**src/rtl/fpu_scheduler.sv**
```systemverilog
// fpu_scheduler: issue/writeback scheduler for the four FPU units
// (bit0 add/sub, bit1 mul, bit2 div, bit3 sqrt). Each unit has an
// IDLE/BUSY/HOLD tracker with a stored rd and result. Results in HOLD
// are funnelled through a round-robin arbiter into one writeback register.
// Optional feature: define FPU_WAW_CHECK_EN to stall issue on rd conflicts.
module fpu_scheduler #(
    parameter int RD_W   = 5,
    parameter int DATA_W = 32
) (
    input  logic                clk,
    input  logic                rst,
    input  logic                issue_valid,
    input  logic [2:0]          issue_op,
    input  logic [RD_W-1:0]     issue_rd,
    output logic                issue_ready,
    output logic                fpu_stall,
    output logic [3:0]          unit_start,
    output logic                unit_sub,
    input  logic [3:0]          unit_done,
    input  logic [4*DATA_W-1:0] unit_result,
    output logic [3:0]          busy,
    output logic                wb_valid,
    output logic [RD_W-1:0]     wb_rd,
    output logic [DATA_W-1:0]   wb_data,
    input  logic                wb_ready,
    output logic                illegal_op
);

    typedef enum logic [1:0] {
        IDLE = 2'd0,
        BUSY = 2'd1,
        HOLD = 2'd2
    } ustate_t;

    ustate_t           st   [4];
    logic [RD_W-1:0]   urd  [4];
    logic [DATA_W-1:0] ures [4];
    logic [1:0]        rr;

    logic       legal;
    logic [1:0] tgt;
    logic       waw_hit;
    logic [3:0] hold;
    logic       wb_free;
    logic       gnt_valid;
    logic [1:0] gnt_idx;
    logic [1:0] probe;

    // Decode the op code into a target unit and legality.
    always_comb begin
        legal = 1'b1;
        tgt   = 2'd0;
        case (issue_op)
            3'd0, 3'd1: tgt = 2'd0;
            3'd2:       tgt = 2'd1;
            3'd3:       tgt = 2'd2;
            3'd4:       tgt = 2'd3;
            default:    legal = 1'b0;
        endcase
    end

`ifdef FPU_WAW_CHECK_EN
    // Destination conflict against any outstanding or pending-writeback result.
    always_comb begin
        waw_hit = wb_valid && (wb_rd == issue_rd);
        for (int unsigned i = 0; i < 4; i++) begin
            if (st[i] != IDLE && urd[i] == issue_rd)
                waw_hit = 1'b1;
        end
    end
`else
    assign waw_hit = 1'b0;
`endif

    // Per-unit status vectors.
    always_comb begin
        busy = '0;
        hold = '0;
        for (int unsigned i = 0; i < 4; i++) begin
            busy[i] = (st[i] != IDLE);
            hold[i] = (st[i] == HOLD);
        end
    end

    // Issue handshake and start pulse; held low while in reset.
    always_comb begin
        issue_ready = 1'b0;
        unit_start  = '0;
        if (!rst) begin
            issue_ready = legal ? ((st[tgt] == IDLE) && !waw_hit) : 1'b1;
            if (issue_valid && issue_ready && legal)
                unit_start = 4'b0001 << tgt;
        end
    end

    assign fpu_stall = issue_valid && !issue_ready;
    assign unit_sub  = (issue_op == 3'd1);
    assign wb_free   = !wb_valid || wb_ready;

    // Round-robin search over HOLD units starting at rr.
    always_comb begin
        gnt_valid = 1'b0;
        gnt_idx   = 2'd0;
        probe     = 2'd0;
        for (int unsigned k = 0; k < 4; k++) begin
            probe = rr + 2'(k);
            if (!gnt_valid && hold[probe]) begin
                gnt_valid = 1'b1;
                gnt_idx   = probe;
            end
        end
    end

    // Unit trackers, writeback register, arbiter pointer and illegal pulse.
    always_ff @(posedge clk or posedge rst) begin
        if (rst) begin
            for (int unsigned i = 0; i < 4; i++) begin
                st[i]   <= IDLE;
                urd[i]  <= '0;
                ures[i] <= '0;
            end
            rr         <= 2'd0;
            wb_valid   <= 1'b0;
            wb_rd      <= '0;
            wb_data    <= '0;
            illegal_op <= 1'b0;
        end else begin
            for (int unsigned i = 0; i < 4; i++) begin
                case (st[i])
                    IDLE: if (unit_start[i]) begin
                        st[i]  <= BUSY;
                        urd[i] <= issue_rd;
                    end
                    BUSY: if (unit_done[i]) begin
                        st[i]   <= HOLD;
                        ures[i] <= unit_result[i*DATA_W +: DATA_W];
                    end
                    HOLD: if (wb_free && gnt_valid && gnt_idx == 2'(i))
                        st[i] <= IDLE;
                    default: st[i] <= IDLE;
                endcase
            end
            if (wb_free) begin
                if (gnt_valid) begin
                    wb_valid <= 1'b1;
                    wb_rd    <= urd[gnt_idx];
                    wb_data  <= ures[gnt_idx];
                    rr       <= gnt_idx + 2'd1;
                end else begin
                    wb_valid <= 1'b0;
                end
            end
            illegal_op <= issue_valid && !legal;
        end
    end

endmodule

```
**config.mk**
```make
export PLATFORM = sky130hd
export DESIGN_NAME = fpu_scheduler
export DESIGN_NICKNAME = d
export VERILOG_FILES = /design/src/rtl/fpu_scheduler.sv
export SDC_FILE = /design/constraint.sdc
export NUM_CORES = 1
export LEC_CHECK = 0
export CORE_MARGIN = 4
export CORE_UTILIZATION = 25
export CTS_CLUSTER_SIZE = 30
export DETAILED_ROUTE_END_ITERATION = 10
export PLACE_DENSITY = 0.51
export SLEW_MARGIN = 10
export SYNTH_ARGS = -nofsm -noshare
export SYNTH_HDL_FRONTEND = slang
export SYNTH_SLANG_ARGS = --single-unit
```
**constraint.sdc**
```tcl
create_clock -name clk -period 5.69 [get_ports clk]
set_input_delay 0.569 -clock clk [delete_from_list [all_inputs] [get_ports clk]]
set_output_delay 0.569 -clock clk [all_outputs]
set_load 0.01 [all_outputs]
```
### After elaboration in Yosys (flattened, before gate mapping)

Cells that the tools add are included.

* register bits after elaboration: 197
* output and inout bits: 50

* add/subtract/negate cells: 4
* magnitude comparators: 6
* equality and inequality tests: 27
* shifts and indexed selects: 1
* multiplexer cells: 48
* bitwise logic cells: 2
* reduce and logical (&&, ||, !) cells: 44

Operator list (number)
* 32-bit binary-select mux with 2-bit select: 1
* 32-bit two-way mux: 2
* 2-bit two-way mux: 18
* 2-bit one-hot mux with 3 select lines: 5
* 2-bit AND reduction: 9
* 2-bit inequality test (second input constant): 8
* 2-bit equality test (second input constant): 6
* 1-bit logical AND: 12
* 2-bit zero test: 6
* 2-bit by 3-bit less-than comparator with 1-bit output (second input constant): 4
* 1-bit two-way mux: 12
* 3-bit AND reduction: 4
* 5-bit binary-select mux with 2-bit select: 1
* 2-bit by 1-bit equality test with 1-bit output (second input constant): 5
* 5-bit two-way mux: 2
* 1-bit binary-select mux with 2-bit select: 4
* 4-bit two-way mux: 2
* 2-bit by 1-bit inequality test with 1-bit output (second input constant): 4
* 2-bit nonzero test: 4
* 3-bit by 2-bit equality test with 1-bit output (second input constant): 2
* 3-bit greater-or-equal comparator (second input constant): 2
* 1-bit zero test: 6
* 2-bit inverter with 3-bit output: 2
* 5-bit OR reduction: 1
* other kinds (8): 10

### Depth between registers and ports, before layout

Gate-level depths: netlist (run 1).

* word-level depth: 17
* depth in mapped cells: 10
* gate-level depth less buffers: 9

### Worst setup path after synthesis (run 1)

No wires, ideal clock.

* path type: input -> output
* start point: input port issue_op[0]
* end point: output port fpu_stall
* data arrival time: 1.736 ns
* data required time: 5.121 ns
* slack: 3.385 ns
* stages on the path: 5
* path buffers: 0
* path through: or3b_2 > o2bb2ai_1 > a21o_2 > a21oi_1 > nor2_1

* word-level cells in the longest chain between the ends: 11

RTL lines
* start, declared: RTL line 13 `input logic [2:0] issue_op,`
* 3-bit equality test or 3-bit by 2-bit equality test with 1-bit output (tied branches): RTL line 53 `case (issue_op)`
* 2-bit one-hot mux with 3 select lines: RTL line 53
* 2-bit inverter with 3-bit output (not written as such): RTL line 90 `issue_ready = legal ? ((st[tgt] == IDLE) && !waw_hit) : 1'b1;`
* 2-bit binary-select mux with 2-bit select: RTL line 90
* 2-bit two-way mux (not written as such) (2 in a row): RTL line 90
* 2-bit zero test: RTL line 90
* 1-bit two-way mux *: RTL line 90
* 1-bit two-way mux *: RTL line 89 `if (!rst) begin`
* named net issue_ready: RTL line 15 `output logic issue_ready,`
* 1-bit zero test *: RTL line 96 `assign fpu_stall = issue_valid && !issue_ready;`
* 1-bit logical AND *: RTL line 96
* end, declared: RTL line 16 `output logic fpu_stall,`

Mark *: on every way through the listed nets, which the timed path passes. The rest lies on a longest branch. The select of a mux whose other input is x is not followed.

### Worst setup path after layout (run 1)

* start point: register st[0] (netlist name)
* end point: register wb_data[10]

* word-level cells in the longest chain between the ends: 17

RTL lines
* start, declared: RTL line 35 `ustate_t st [4];`
* start signal, assigned by index: RTL line 118 `st[i] <= IDLE;`
* start signal, assigned by index: RTL line 131 `st[i] <= BUSY;`
* start signal, assigned by index: RTL line 135 `st[i] <= HOLD;`
* 2-bit equality test *: RTL line 81 `hold[i] = (st[i] == HOLD);`
* 1-bit binary-select mux with 2-bit select: RTL line 107 `if (!gnt_valid && hold[probe]) begin`
* 1-bit two-way mux (not written as such): RTL line 107
* 1-bit two-way mux: RTL line 107
* 1-bit zero test: RTL line 107
* 1-bit logical AND: RTL line 107
* 1-bit two-way mux: RTL line 107
* 1-bit zero test: RTL line 107
* 1-bit logical AND: RTL line 107
* 1-bit two-way mux: RTL line 107
* 1-bit zero test: RTL line 107
* 1-bit logical AND: RTL line 107
* 2-bit two-way mux: RTL line 107
* 2-bit inverter with 3-bit output (not written as such): RTL line 147 `wb_data <= ures[gnt_idx];`
* 32-bit binary-select mux with 2-bit select: RTL line 147
* 32-bit two-way mux (not written as such) (2 in a row): RTL line 147
* end signal, assigned: RTL line 147
* end, declared: RTL line 24 `output logic [DATA_W-1:0] wb_data,`

Mark *: on every way between the ends. The rest lies on a longest branch, timed or not. The select of a mux whose other input is x is not followed.
A chain may end at the register's enable or synchronous reset.

==> results.yml, run 1 <==
worst_setup_path:
  critical_path_peak_fanout: 44
  crit_type: "reg -> reg"
  cp.depth: 8
  required_ns: 6.05
  cpPeakStageDelay_ns: 1.09
  reg2reg_to: "wb_data[10]$_DFFE_PP0P_"
  critPathTopFamily: "simple AND/OR/NAND/NOR gates"
  rr_worst_depth: 8
  cp_common_cell: "nor2_1"
  crit_arrival_ns: 4.03
  reg2reg_from: "st[0]$_DFFE_PP0P_"
  reg2reg_slack_ns: 2.02
  cp-endpoint: "wb_data[10]$_DFFE_PP0P_"
  crit_buf_inv: 2
  critPathLaunch: "st[0]$_DFFE_PP0P_"
  slowest_stage: "a21boi_4"
  worstSetupStartpointType: "flop"
  crit_chain: "nand2b_2, a21boi_4, nor2_1, nor2_1, inv_2, and2_2, buf_4, a211oi_2"
  end_kind: "flop"
clocking:
  cts.sinks: 197
  ctsHoldBuffers: 0
  insertion_delay_ns: 0.45
  postCtsResizedCells: 0
  clkSlewWorstSetupHoldPaths_ns: 0.08
  htree_levels: 4
  post_cts_buffers: 0
  numCtsBuffers: 17
  clockRootBuffer: "clkbuf_16"
  cts_tree: "done"
  cts_buffer_depth: 2
global_routing:
  antenna_found_initial: 0
  grt_use_total_pct: 13.9
  grt_pass1_vias: 6875
  grt_pass1_wl_um: 43400
  grt_start_max_net_pins: 112
  overflow: 0
logic_synthesis:
  ys.flop_type: "dfrtp_1"
  synth_nets: 863
  synth_cell_types: 42
  synth_edf_count: 0
  synth_cells: 715
  synth.top_cells.by_area: "dfrtp_1 (53%), mux2_2 (18%), a211oi_2 (4.7%)"
  syn_avg_cell_area_um2: 13.0
  ys_seq_area_share_pct: 52.9
  ys_async_sr_fraction_pct: 100
  synth_top_area_cell: "dfrtp_1"
  yosys_warnings: 0
  syn-cell-area_mm2: 0.00933
  ys_ff_latch: 197
  yosys.area.top_type_share_pct: 52.9
route:
  drt_pass1_iterations: 4
  avgViaCountPerCell: 4.68
  vias: 6354
  wl_per_cell_um: 20.6
  ant_nets: 0
  drtIter0Drc: 222
  drc: 0
  wl_um: 28000
sta:
  worstMarginPinSlew_ns: 1.15
  timing.fmax_mhz: 272
  finalMaxSlewViolations: 0
  skew_ns: 0.0215
  hold_viol: 0
  worst_slack_ns: 2.02
  finalCritPeriodShare_pct: 64.6
  finalCriticalPeriod_ns: 3.67
  final.setup.tns_ns: 0
  rsz0062_at_grt: "false"
  finalSetupViolCount: 0
  relSlewSlack_pct: 23.0
layout:
  layout.nets: 1024
  drive_gt1_share_pct: 27.9
  multi_input_area_mm2: 0.00414
  final_cell_mix: "dfrtp_1 (197), clkdlybuf4s50_1 (193), mux2_2 (149)"
  final_common_cell: "dfrtp_1"
  seq_area_mm2: 0.00493
  fillerInstances: 3678
  n_antenna_cell: 0
  syn_to_final_growth_pct: 31.9
pwr:
  p_leak_nw: 5.10
  powerDensity_mw_per_mm2: 534
  ir_drop_mv: 0.257
die:
  die_x_um: 201
  die_y_um: 201
  die_area_mm2: 0.0405
  ioPinCount: 194
  rows: 70
  core_region_area_mm2: 0.0367
  start_util_pct: 25.4
hold_path:
  hold_path_class: "reg -> reg"
place:
  dp_hpwl_um: 19200
  post-place-ws_ns: 2.05
  numPortBuffers: 193
  place_congestion: 0.724
flow_run:
  maxCapViolations: 0
run_status:
  status: "completed"
through the flow:
step / utilization (%) / hold slack, ns / std cells / total power (W) / cell area [um^2]
after floorplan: - / 0.479 / 715 / 0.00441 / 9330
after global placement: 31.9 / 0.487 / 1325 / 0.00538 / 11700
after detailed placement: 31.9 / 0.492 / 1325 / 0.00542 / 11700
after CTS: 33.5 / 0.509 / 1357 / 0.00670 / 12300
after global routing: 33.5 / 0.515 / 1357 / 0.00705 / 12300
final: 33.5 / 0.507 / 1357 / 0.00657 / 12300
kinds of logic (layout without fill, tap and decap cells):
logic type | count (synthesis) | count (layout) | share of synthesized area [%]
muxes | 186 | 186 | 22.0
DFF | 197 | 197 | 52.9
adders and majority gates | 4 | 4 | 0.537
buffers and inverters | 67 | 241 | 3.49
and+or+nand+nor | 96 | 96 | 5.49
AOI/OAI and AO/OA | 165 | 165 | 15.7
worst min-delay path by stage:
stage	end	start	slack, ns	depth (start not counted)
floorplan	ures[64]$_DFFE_PP0P_	ures[64]$_DFFE_PP0P_	0.48	1
global placement	urd[2]$_DFFE_PP0P_	urd[2]$_DFFE_PP0P_	0.49	1
detailed placement	ures[70]$_DFFE_PP0P_	ures[70]$_DFFE_PP0P_	0.49	1
CTS	ures[70]$_DFFE_PP0P_	ures[70]$_DFFE_PP0P_	0.51	1
global route	ures[75]$_DFFE_PP0P_	ures[75]$_DFFE_PP0P_	0.51	1
finish	ures[85]$_DFFE_PP0P_	ures[85]$_DFFE_PP0P_	0.51	1
power breakdown:
| part | internal (W) | switching (W) |
|---|---|---|
| combinational | 0.00139 | 0.00153 |
| sequential | 0.00206 | 0.000368 |
| clock | 0.000627 | 0.000604 |
state kept, by name (all words and copies together), names as in the netlist:
register and cells:
wb_valid 1, wb_data 32, st 8, illegal_op 1
rr 2, wb_rd 5, ures 128, urd 20
final cells by class:
| cell class | count | share of cell area [%] |
|---|---|---|
| inverters | 7 | 0.285 |
| clock buffers | 17 | 3.46 |
| multi-input cells | 451 | 33.7 |
| repair buffers | 202 | 16.4 |
| clock inverters | 15 | 1.37 |
| well taps | 468 | 4.76 |
| flip-flops and latches | 197 | 40.1 |
layer usage:
layer	wire length, um	share of wire (%)	global-route usage, %
met5	0	0	0
met4	254	0.91	2.97
met3	1010	3.6	3.14
met2	13400	48	22.5
met1	13300	48	19.2
synthesized netlist by cell type, types with 5 or more instances:
master and n:
dfrtp_1 197, nand2_1 10, nand2b_1 6, buf_2 13, nor2_1 49, nand3b_1 8
a211oi_2 35, o221ai_1 37, o31ai_1 37, inv_1 5, mux2_2 149, a211oi_1 39
mux2i_1 37, clkbuf_1 39, buf_6 6
Power figures use the tool's default switching activity.
==> inputs of run 2 (changes only) <==
Settings changed: PLACE_DENSITY 0.51 to 0.5.
Clock period 5.69 ns to 3.7 ns, I/O delays scaled along.
==> results.yml, run 2 (synthesis gave the netlist of run 1 again) <==
sta:
  skew_ns: 0.0151
  timing.fmax_mhz: 333
  whs_ns: 0.506
  relSlewSlack_pct: 33.7
  hold_viol: 0
  finalSetupViolCount: 0
  finalCriticalPeriod_ns: 3.01
  worst_slack_ns: 0.695
  rsz0062_at_grt: "false"
  finalMaxSlewViolations: 0
  final.setup.tns_ns: 0
  finalCritPeriodShare_pct: 81.2
  worstMarginPinSlew_ns: 0.990
run_status:
  status: "completed"
route:
  drt_pass1_iterations: 4
  drc: 0
  drtIter0Drc: 267
  ant_nets: 0
  wl_um: 28800
  avgViaCountPerCell: 4.74
  vias: 6512
  wl_per_cell_um: 21.0
worst_setup_path:
  crit_arrival_ns: 2.64
  critPathTopFamily: "simple AND/OR/NAND/NOR gates"
  worstSetupStartpointType: "flop"
  crit_chain: "or2_2, o2bb2ai_1, a21o_2, nor4_4, clkdlybuf4s50_1"
  end_kind: "output pin"
  slowest_stage: "clkdlybuf4s50_1"
  critical_path_peak_fanout: 7
  required_ns: 3.33
  crit_buf_inv: 1
  cpPeakStageDelay_ns: 0.64
  crit_type: "reg -> out"
layout:
  largest_reg_flops: 128
  largestRegisters: "ures (128), wb_data (32), urd (20)"
  syn_to_final_growth_pct: 33.5
  final_cell_mix: "dfrtp_1 (197), clkdlybuf4s50_1 (193), mux2_2 (149)"
  fillerInstances: 3656
  drive_gt1_share_pct: 29.2
  final_common_cell: "dfrtp_1"
  largest-register: "ures"
  layout.nets: 1041
global_routing:
  use_met3_pct: 3.71
  top_usage_layer: "met2"
  grt_pass1_wl_um: 45000
  grt_start_max_net_pins: 61
  met2_usage_pct: 23.2
  overflow: 0
  grt_pass1_vias: 7126
  grt_use_total_pct: 14.5
  antenna_found_initial: 2
  met1_usage_pct: 19.7
die:
  core_region_area_mm2: 0.0367
  start_util_pct: 25.4
  rows: 70
  die_x_um: 201
  die_area_mm2: 0.0405
  die_y_um: 201
  ioPinCount: 194
place:
  numPortBuffers: 193
  dp_hpwl_um: 20200
  post-place-ws_ns: 0.665
  place_congestion: 0.732
pwr:
  p_leak_nw: 5.18
  powerDensity_mw_per_mm2: 817
  ir_drop_mv: 0.454
  power.total_w: 0.0102
clocking:
  insertion_delay_ns: 0.46
  ctsHoldBuffers: 0
  post_cts_buffers: 0
  postCtsResizedCells: 0
  numCtsBuffers: 17
  htree_levels: 4
  clockRootBuffer: "clkbuf_16"
  clkSlewWorstSetupHoldPaths_ns: 0.08
  cts_buffer_depth: 2
  cts.sinks: 197
  cts_tree: "done"
flow_run:
  maxCapViolations: 0
hold_path:
  hold_path_class: "reg -> reg"
-- run 2: cell types whose count changed in the layout (fill, tap and decap cells not counted), sizes merged --
cell,before,now
inv,12,13
clkinvlp,1,2
buf,9,26
clkinv,8,7
bufinv,1,0
diode,0,1
-- run 2: worst paths after layout --
| check | from | to | slack (ns) | depth (start not counted) |
|---|---|---|---|---|
| setup / recovery | st[6]$_DFFE_PP0P_ | unit_start[2] | 0.69 | 5 |
| hold / removal | ures[75]$_DFFE_PP0P_ | ures[75]$_DFFE_PP0P_ | 0.51 | 1 |
| setup reg to reg | st[0]$_DFFE_PP0P_ | wb_data[13]$_DFFE_PP0P_ | 0.97 | 6 |
| hold reg to reg | ures[75]$_DFFE_PP0P_ | ures[75]$_DFFE_PP0P_ | 0.51 | 1 |
| max in group asynchronous | rst | wb_data[21]$_DFFE_PP0P_ | 2.32 | 3 |
| min in group asynchronous | rst | urd[14]$_DFFE_PP0P_ | 0.63 | 2 |
-- run 2: cell type report --
| type | instances | area, um^2 | area share, % |
|---|---|---|---|
| antenna | 1 | 2.50 | 0.0201 |
| clock buffer | 17 | 425 | 3.42 |
| clock inverter | 15 | 136 | 1.10 |
| inverter | 7 | 35.0 | 0.281 |
| multi-input combinational | 451 | 4140 | 33.3 |
| sequential | 197 | 4930 | 39.6 |
| tap | 468 | 586 | 4.70 |
| timing repair buffer | 219 | 2190 | 17.6 |
-- run 2: where the power goes --
group	internal [W]	leakage [nW]	total (W)	switching, W
Combinational	0.00221	2.46	0.00462	0.00242
Sequential	0.00317	2.45	0.00371	0.000545
Clock	0.000892	0.279	0.00184	0.000945
Total	0.00626	5.18	0.0102	0.00391
-- run 2: through the flow --
stage | cells | util (%) | area [um^2]
after floorplan | 715 | - | 9330
after global placement | 1342 | 32.4 | 11900
after detailed placement | 1342 | 32.4 | 11900
after CTS | 1374 | 33.9 | 12400
after global routing | 1374 | 33.9 | 12400
final | 1375 | 33.9 | 12400
-- run 2: routing by layer --
layer / vias up / wire (um)
li1: 3066 / -
met1: 3277 / 13600
met2: 137 / 13500
met3: 28 / 1280
met4: 4 / 458
met5: - / 21
==> inputs of run 3 (changes only) <==
Clock period 3.7 ns to 3.1 ns, I/O delays scaled along.
==> results.yml, run 3 (synthesis gave the netlist of run 1 again) <==
sta:
  finalCriticalPeriod_ns: 2.89
  finalMaxSlewViolations: 0
  worstMarginPinSlew_ns: 0.829
  hold_viol: 0
  finalCritPeriodShare_pct: 93.4
  worst_slack_ns: 0.206
  finalSetupViolCount: 0
  relSlewSlack_pct: 44.5
  timing.fmax_mhz: 345
  final.setup.tns_ns: 0
  skew_ns: 0.0182
  rsz0062_at_grt: "false"
die:
  rows: 70
  die_y_um: 201
  core_region_area_mm2: 0.0367
  die_x_um: 201
  die_area_mm2: 0.0405
  ioPinCount: 194
  start_util_pct: 25.4
layout:
  fillerInstances: 3637
  drive_gt1_share_pct: 29.7
  layout.nets: 1047
  largestRegisters: "ures (128), wb_data (32), urd (20)"
  largest_reg_flops: 128
  largest-register: "ures"
  final_common_cell: "dfrtp_1"
  syn_to_final_growth_pct: 34.8
  final_cell_mix: "dfrtp_1 (197), clkdlybuf4s50_1 (193), mux2_2 (149)"
clocking:
  insertion_delay_ns: 0.45
  cts_tree: "done"
  clockRootBuffer: "clkbuf_16"
  numCtsBuffers: 17
  clkSlewWorstSetupHoldPaths_ns: 0.09
  htree_levels: 4
  ctsHoldBuffers: 0
  cts.sinks: 197
  postCtsResizedCells: 0
  cts_buffer_depth: 2
pwr:
  powerDensity_mw_per_mm2: 987
  power.total_w: 0.0124
  ir_drop_mv: 0.467
  p_leak_nw: 5.23
flow_run:
  maxCapViolations: 0
worst_setup_path:
  reg2reg_to: "wb_rd[4]$_DFFE_PP0P_"
  critPathLaunch: "st[6]$_DFFE_PP0P_"
  crit_type: "reg -> out"
  required_ns: 2.79
  rr_worst_depth: 8
  cp-endpoint: "unit_start[0]"
  crit_arrival_ns: 2.58
  end_kind: "output pin"
  worstSetupStartpointType: "flop"
  critical_path_peak_fanout: 7
  reg2reg_slack_ns: 0.56
  reg2reg_from: "rr[1]$_DFFE_PP0P_"
global_routing:
  use_met3_pct: 3.64
  met2_usage_pct: 23.2
  grt_start_max_net_pins: 90
  met1_usage_pct: 19.6
  antenna_found_initial: 2
  grt_pass1_vias: 7011
  top_usage_layer: "met2"
  grt_use_total_pct: 14.4
  overflow: 0
  grt_pass1_wl_um: 44500
place:
  post-place-ws_ns: 0.120
  numPortBuffers: 193
  place_congestion: 0.728
  dp_hpwl_um: 20000
route:
  wl_per_cell_um: 20.9
  drt_pass1_iterations: 6
  ant_nets: 0
  drc: 0
  vias: 6571
  wl_um: 28900
  drtIter0Drc: 278
  avgViaCountPerCell: 4.76
run_status:
  status: "completed"
hold_path:
  hold_path_class: "in -> reg"
[run 3: changes by cell type in the layout (fill, tap and decap cells not counted), sizes merged]
cell	previous run	this run
buf	26	32
bufinv	0	2
clkinvlp	2	4
clkinv	7	4
inv	13	12
[run 3: critical path: stages (launching register included)]
cell and delay (ns):
dfrtp_1 0.42, or2_2 0.34, o2bb2ai_1 0.13, a21o_2 0.27
nor2_2 0.36, clkdlybuf4s50_1 0.62
[run 3: worst min path at each step]
stage	depth (start not counted)	start	slack, ns	endpoint
floorplan	1	unit_done[3]	0.42	st[0]$_DFFE_PP0P_
global placement	1	ures[93]$_DFFE_PP0P_	0.49	ures[93]$_DFFE_PP0P_
detailed placement	1	ures[79]$_DFFE_PP0P_	0.49	ures[79]$_DFFE_PP0P_
CTS	2	unit_result[43]	0.44	ures[75]$_DFFE_PP0P_
global route	2	unit_result[110]	0.44	ures[14]$_DFFE_PP0P_
finish	2	unit_result[43]	0.46	ures[75]$_DFFE_PP0P_
[run 3: final cells by class]
cell class | count | area, um^2 | area share [%]
clock inverters | 15 | 205 | 1.63
repair buffers | 225 | 2250 | 17.9
flip-flops and latches | 197 | 4930 | 39.2
diodes | 1 | 2.50 | 0.0199
well taps | 468 | 586 | 4.66
multi-input cells | 451 | 4140 | 33.0
clock buffers | 17 | 425 | 3.38
inverters | 7 | 35.0 | 0.279
[run 3: what timing repair did]
item	CTS	global route
hold endpoints to repair	0	0
buffers inserted	0	2
endpoints found under the setup margin	0	2
[run 3: stage by stage]
stage	util, %	instance area [um^2]	instances	hold slack, ns
6_report	34.3	12600	1381	0.462
5_1_grt	34.3	12600	1380	0.440
4_1_cts	34.2	12600	1378	0.437
3_5_place_dp	32.5	11900	1346	0.492
3_3_place_gp	32.5	11900	1346	0.486
2_1_floorplan	-	9330	715	0.417
[run 3: metal layers]
metal / vias up / wire, um
met5: - / 22
met4: 4 / 296
met3: 17 / 1270
met2: 115 / 13800
met1: 3368 / 13500
li1: 3067 / -
[run 3: power by group]
group	leakage [nW]	internal, W	switching [W]
Sequential	2.45	0.00378	0.000647
Clock	0.298	0.00124	0.00117
Combinational	2.49	0.00268	0.00289
Total	5.23	0.00770	0.00471
